[config.mk]
export PLATFORM = sky130hd
export DESIGN_NAME = vga_scan_generator
export DESIGN_NICKNAME = d
export VERILOG_FILES = /design/src/rtl/vga_timing_pkg.sv /design/src/rtl/vga_scan_generator_pixel_clock_enable.sv /design/src/rtl/vga_scan_generator.sv
export SDC_FILE = /design/constraint.sdc
export NUM_CORES = 1
export LEC_CHECK = 0
export ABC_AREA = 1
export BUFFER_PORTS_ARGS = -buffer_cell sky130_fd_sc_hd__buf_4
export CORE_UTILIZATION = 50
export DETAILED_ROUTE_END_ITERATION = 12
export PLACE_DENSITY = 0.79
export SLEW_MARGIN = 40
export SYNTH_ARGS = -nofsm -noshare
export SYNTH_HDL_FRONTEND = slang
export SYNTH_SLANG_ARGS = --single-unit
[constraint.sdc]
create_clock -name clk -period 3.78 [get_ports clk]
set_clock_uncertainty 0.2 [all_clocks]
set_input_delay 0.189 -clock clk [delete_from_list [all_inputs] [get_ports clk]]
set_output_delay 0.189 -clock clk [all_outputs]
set_load 0.005 [all_outputs]
[src/rtl/vga_timing_pkg.sv]
// vga_timing_pkg: default 640x480@60 timing, total/sync-bound helpers, colour width and pixel type
package vga_timing_pkg;
  localparam int CW = 3;
  localparam int CNT_W = 11;
  localparam int H_VISIBLE_DEF = 640;
  localparam int H_FRONT_DEF = 16;
  localparam int H_SYNC_DEF = 96;
  localparam int H_BACK_DEF = 48;
  localparam int V_VISIBLE_DEF = 480;
  localparam int V_FRONT_DEF = 10;
  localparam int V_SYNC_DEF = 2;
  localparam int V_BACK_DEF = 33;
  typedef logic [CNT_W-1:0] cnt_t;
  typedef struct packed {
    logic [CW-1:0] r;
    logic [CW-1:0] g;
    logic [CW-1:0] b;
  } pixel_t;
  function automatic int scan_total(input int vis, input int front, input int sync, input int back);
    return vis + front + sync + back;
  endfunction
  function automatic cnt_t sync_start(input int vis, input int front);
    return cnt_t'(vis + front);
  endfunction
  function automatic cnt_t sync_end(input int vis, input int front, input int sync);
    return cnt_t'(vis + front + sync - 1);
  endfunction
endpackage

[src/rtl/vga_scan_generator_pixel_clock_enable.sv]
// pixel_clock_enable: divides clk by CLK_DIV into a registered one-clk pixel tick
module pixel_clock_enable #(
  parameter int CLK_DIV = 2
) (
  input  logic clk,
  input  logic rst,
  output logic pix_en
);
  localparam int DW = CLK_DIV > 1 ? $clog2(CLK_DIV) : 1;
  localparam logic [DW-1:0] DIV_LAST = DW'(CLK_DIV - 1);
  logic [DW-1:0] div_q, div_d;
  logic pix_en_q, pix_en_d;
  // wrap the divider at CLK_DIV-1 and raise the tick for the clk that follows
  always_comb begin
    div_d = div_q == DIV_LAST ? '0 : div_q + DW'(1);
    pix_en_d = div_q == DIV_LAST;
  end
  // divider and tick registers
  always_ff @(posedge clk or posedge rst) begin
    if (rst) begin
      div_q <= '0;
      pix_en_q <= 1'b0;
    end else begin
      div_q <= div_d;
      pix_en_q <= pix_en_d;
    end
  end
  assign pix_en = pix_en_q;
endmodule

[src/rtl/vga_scan_generator.sv]
// vga_scan_generator: VGA scan counters, sync and registered colour; VGA_TEST_PATTERN_EN adds colour bars
module vga_scan_generator
  import vga_timing_pkg::*;
#(
  parameter int CLK_DIV = 2,
  parameter int H_VISIBLE = H_VISIBLE_DEF,
  parameter int H_FRONT = H_FRONT_DEF,
  parameter int H_SYNC = H_SYNC_DEF,
  parameter int H_BACK = H_BACK_DEF,
  parameter int V_VISIBLE = V_VISIBLE_DEF,
  parameter int V_FRONT = V_FRONT_DEF,
  parameter int V_SYNC = V_SYNC_DEF,
  parameter int V_BACK = V_BACK_DEF,
  parameter bit SYNC_POL = 1'b0
) (
  input  logic          clk,
  input  logic          rst,
  output logic [10:0]   pix_x,
  output logic [10:0]   pix_y,
  input  logic [CW-1:0] r_in,
  input  logic [CW-1:0] g_in,
  input  logic [CW-1:0] b_in,
  output logic          pix_en,
  output logic          frame_start,
  output logic          hs,
  output logic          vs,
  output logic [CW-1:0] r,
  output logic [CW-1:0] g,
  output logic [CW-1:0] b,
  input  logic          test_mode
);
  localparam int H_TOTAL = scan_total(H_VISIBLE, H_FRONT, H_SYNC, H_BACK);
  localparam int V_TOTAL = scan_total(V_VISIBLE, V_FRONT, V_SYNC, V_BACK);
  localparam cnt_t H_LAST = cnt_t'(H_TOTAL - 1);
  localparam cnt_t V_LAST = cnt_t'(V_TOTAL - 1);
  localparam cnt_t H_VIS = cnt_t'(H_VISIBLE);
  localparam cnt_t V_VIS = cnt_t'(V_VISIBLE);
  localparam cnt_t HS_START = sync_start(H_VISIBLE, H_FRONT);
  localparam cnt_t HS_END = sync_end(H_VISIBLE, H_FRONT, H_SYNC);
  localparam cnt_t VS_START = sync_start(V_VISIBLE, V_FRONT);
  localparam cnt_t VS_END = sync_end(V_VISIBLE, V_FRONT, V_SYNC);
  if (H_TOTAL > 2047 || V_TOTAL > 2047 || CLK_DIV < 1) begin : g_bad_cfg
    $error("vga_scan_generator: timing totals must be <= 2047 and CLK_DIV >= 1");
  end
  cnt_t h_cnt_q, h_cnt_d, v_cnt_q, v_cnt_d;
  logic hs_q, hs_d, vs_q, vs_d, fs_q, fs_d;
  logic h_wrap, v_wrap, visible;
  pixel_t col_q, col_d, src;
  pixel_clock_enable #(.CLK_DIV(CLK_DIV)) u_pix_en (
    .clk(clk),
    .rst(rst),
    .pix_en(pix_en)
  );
`ifdef VGA_TEST_PATTERN_EN
  localparam cnt_t BAR_W = cnt_t'(H_VISIBLE / 8);
  logic [2:0] bar;
  assign bar = 3'(h_cnt_q / BAR_W);
  assign src = test_mode ? {{CW{bar[2]}}, {CW{bar[1]}}, {CW{bar[0]}}} : {r_in, g_in, b_in};
`else
  logic unused_test_mode;
  assign unused_test_mode = test_mode;
  assign src = {r_in, g_in, b_in};
`endif
  // next scan position, sync levels and blanked colour; all hold between pixel ticks
  always_comb begin
    h_wrap = h_cnt_q == H_LAST;
    v_wrap = v_cnt_q == V_LAST;
    visible = h_cnt_q < H_VIS && v_cnt_q < V_VIS;
    h_cnt_d = pix_en ? (h_wrap ? '0 : h_cnt_q + cnt_t'(1)) : h_cnt_q;
    v_cnt_d = pix_en && h_wrap ? (v_wrap ? '0 : v_cnt_q + cnt_t'(1)) : v_cnt_q;
    hs_d = pix_en ? ((h_cnt_q >= HS_START && h_cnt_q <= HS_END) ? SYNC_POL : !SYNC_POL) : hs_q;
    vs_d = pix_en ? ((v_cnt_q >= VS_START && v_cnt_q <= VS_END) ? SYNC_POL : !SYNC_POL) : vs_q;
    col_d = pix_en ? (visible ? src : '0) : col_q;
    fs_d = pix_en && h_wrap && v_wrap;
  end
  // scan counters plus sync/colour/frame registers so every pin leaves on the same edge
  always_ff @(posedge clk or posedge rst) begin
    if (rst) begin
      h_cnt_q <= '0;
      v_cnt_q <= '0;
      hs_q <= !SYNC_POL;
      vs_q <= !SYNC_POL;
      fs_q <= 1'b0;
      col_q <= '0;
    end else begin
      h_cnt_q <= h_cnt_d;
      v_cnt_q <= v_cnt_d;
      hs_q <= hs_d;
      vs_q <= vs_d;
      fs_q <= fs_d;
      col_q <= col_d;
    end
  end
  assign pix_x = h_cnt_q;
  assign pix_y = v_cnt_q;
  assign hs = hs_q;
  assign vs = vs_q;
  assign frame_start = fs_q;
  assign {r, g, b} = col_q;
endmodule
==> flow_metrics.env <==
export IMPL_cts_setup_buffers=0
export IMPL_fin_nets=330
export IMPL_synth_seq_area_share_pct=45.61
export IMPL_hold_violations=0
export IMPL_cts_tree="built"
export IMPL_io_pins=47
export IMPL_grt_start_max_net_pins=37
export IMPL_layout_min_cycle_time_ps=2101
export IMPL_clock_sinks=36
export IMPL_ant_nets=0
export IMPL_synth_top_area_cell="dfrtp_1"
export IMPL_root_buffer="clkbuf_8"
export IMPL_grt_pass1_vias=1615
export IMPL_worst_path_buf_inv=1
export IMPL_synth_area_leaders="dfrtp_1, nand2_1, nand3_1"
export IMPL_outcome="finished clean"
export IMPL_antenna_found_initial=0
export IMPL_htree_levels=2
export IMPL_p_per_area_nw_per_um2=280.0
export IMPL_dp_hpwl_um=2989
export IMPL_multi_input_area_um2=934.6
export IMPL_max_freq_ghz=0.4760
export IMPL_die_x_um=64.94
export IMPL_drtIter0Drc=104
export IMPL_n_antenna_cell=0
export IMPL_peakVddDrop_mv=0.1451
export IMPL_max_stage_delay_ps=830
export IMPL_critical_path_cell_chain="inv_1, nor2_8, nand3_1, nand2_1"
export IMPL_min_path_cells=0
export IMPL_crit_family="flip-flops"
export IMPL_cp_depth=4
export IMPL_yosys_warnings=0
export IMPL_clk_latency_ps=290
export IMPL_port_buffers=45
export IMPL_fillers=344
export IMPL_gp_congestion=0.8661
export IMPL_critPathSlowestCell="dfrtp_1"
export IMPL_regArea_um2=903.4
export IMPL_clkTransAtPathRegs_ps=70
export IMPL_ctsResizeCount=0
export IMPL_final_common_cell="nand2_1"
export IMPL_syn_area_per_cell_um2=7.647
export IMPL_finalPower_mw=0.7093
export IMPL_rr_worst_depth=4
export IMPL_synth_nets=274
export IMPL_row_count=22
export IMPL_dieArea_um2=4217
export IMPL_firstDrtPassIters=4
export IMPL_cp_end_kind="register"
export IMPL_synthToLayoutAreaGrowth_pct=27.92
export IMPL_final_layout_size_suffix_gt1_share_pct=22.15
export IMPL_cts_buffers=5
export IMPL_maxCapViolations=0
export IMPL_overflow=0
export IMPL_grt_pass1_wl_um=7389
export IMPL_setup_viol=0
export IMPL_yosys_area_top_type_share_pct=42.96
export IMPL_worstPathMaxFanout=21
export IMPL_vias=1832
export IMPL_core_um2=3744
export IMPL_synth_cells=259
export IMPL_wl_per_cell_um=11.92
export IMPL_grt_setup_unrepaired="false"
export IMPL_start_util_pct=52.91
export IMPL_cts_max_path_buffers=2
export IMPL_maxSlewViolCount=0
export IMPL_critPathArrivalTime_ps=2130
export IMPL_fin_crit_sh_pct=55.58
export IMPL_hp_class="register to register"
export IMPL_netlist_area_um2=1981
export IMPL_p_leak_nw=1.335
export IMPL_remaining_drc_errors=0
export IMPL_cts_hold_buf=10
export IMPL_tightest_slew_ps=747.4
export IMPL_synth_cell_type_count=28
export IMPL_mostFrequentLayoutCells="nand2_1, buf_4, dfrtp_1, nor2_1, inv_1"
export IMPL_dp_cells=346
export IMPL_tns_ps=0
export IMPL_die_y_um=64.94
export IMPL_path_class="register to register"
export IMPL_grt_usage_pct=22.96
export IMPL_wl_um=4339
export IMPL_via_per_inst=5.033
export IMPL_slew_headroom_pct=50.17
export IMPL_start_kind="register"
export IMPL_ys_ff_latch=36
export IMPL_crit_required_ps=3810
export IMPL_placed_area_um2=2341
export IMPL_fin_area_um2=2534
export IMPL_fin_cells=364
layout make-up:
class | count | share of cell area [%]
Clock inverter | 2 | 0.3951
Tap cell | 48 | 2.370
Sequential cell | 36 | 35.65
Timing Repair Buffer | 56 | 17.58
Multi-Input combinational cell | 190 | 36.89
Clock buffer | 6 | 3.259
Inverter | 26 | 3.852
sequential cells by signal, summed over array words and instances, names as in the netlist:
register	flops
b	3
frame_start	1
g	3
hs	1
pix_x	11
pix_y	11
r	3
u_pix_en.div_q	1
u_pix_en.pix_en	1
vs	1
cell usage after synthesis:
master / instances
nor3_1: 1
ha_1: 3
nand3_1: 25
nand3_2: 3
buf_2: 3
a21oi_1: 1
xnor2_1: 2
nand3_4: 1
buf_4: 2
inv_1: 26
nand2_1: 86
o21ai_1: 1
clkbuf_1: 1
nand4_1: 3
dfstp_2: 2
nor2_8: 1
buf_6: 1
xor2_1: 5
or2_2: 1
nand2_4: 1
dfrtp_1: 34
a31oi_1: 1
nor2_2: 5
nand3b_1: 2
nor2_4: 2
o21ai_0: 14
nor2_1: 31
o21bai_1: 1
where the power goes:
part           switching (mW)  internal (mW)
clock network           0.135          0.145
registers             0.00273          0.390
logic                  0.0149         0.0215
final timing paths:
| check | endpoint | slack [ps] | from |
|---|---|---|---|
| setup / recovery | pix_y[9]$_DFFE_PP0P_ | 1680 | u_pix_en.pix_en$_DFF_PP0_ |
| hold / removal | u_pix_en.pix_en$_DFF_PP0_ | 180 | u_pix_en.div_q$_DFF_PP0_ |
| setup reg to reg | pix_y[9]$_DFFE_PP0P_ | 1680 | u_pix_en.pix_en$_DFF_PP0_ |
| hold reg to reg | u_pix_en.pix_en$_DFF_PP0_ | 180 | u_pix_en.div_q$_DFF_PP0_ |
| max in group asynchronous | vs$_DFFE_PP1P_ | 2680 | rst |
| min in group asynchronous | r[1]$_DFFE_PP0P_ | 360 | rst |
logic make-up (layout without fill, tap and decap cells):
kind of cell	after synthesis	after routing	share of synthesized area [%]
AND/OR/NAND/NOR	162	162	37.46
buffers and inverters	33	90	7.201
adder cells (fa/ha/maj)	3	3	1.895
XOR/XNOR	7	7	3.095
flip-flops	36	36	45.61
AO/OA/AOI/OAI	18	18	4.738
stage by stage:
stage                     setup WS, ps  utilization, %  hold WS, ps
after global routing              1540           67.68        213.4
after CTS                         1708           67.68        184.9
after detailed placement          1734           62.53        128.0
after global placement            1712           62.53        126.9
after floorplan                   2248               -        147.6
final                             1679           67.68        180.9
worst reg2reg max path, stage by stage, from the launching register on:
cell	delay [ps]
dfrtp_1	830
inv_1	530
nor2_8	310
nand3_1	110
nand2_1	60
metal layers:
layer  wire (µm)  vias to the layer above  track usage [%]
li1            -                      926                -
met2        2137                       48            36.85
met1        1937                      853            31.11
met4          40                        0            5.000
met5           0                        -                0
met3         224                        5            5.810
(Power assumes the default switching activity.)
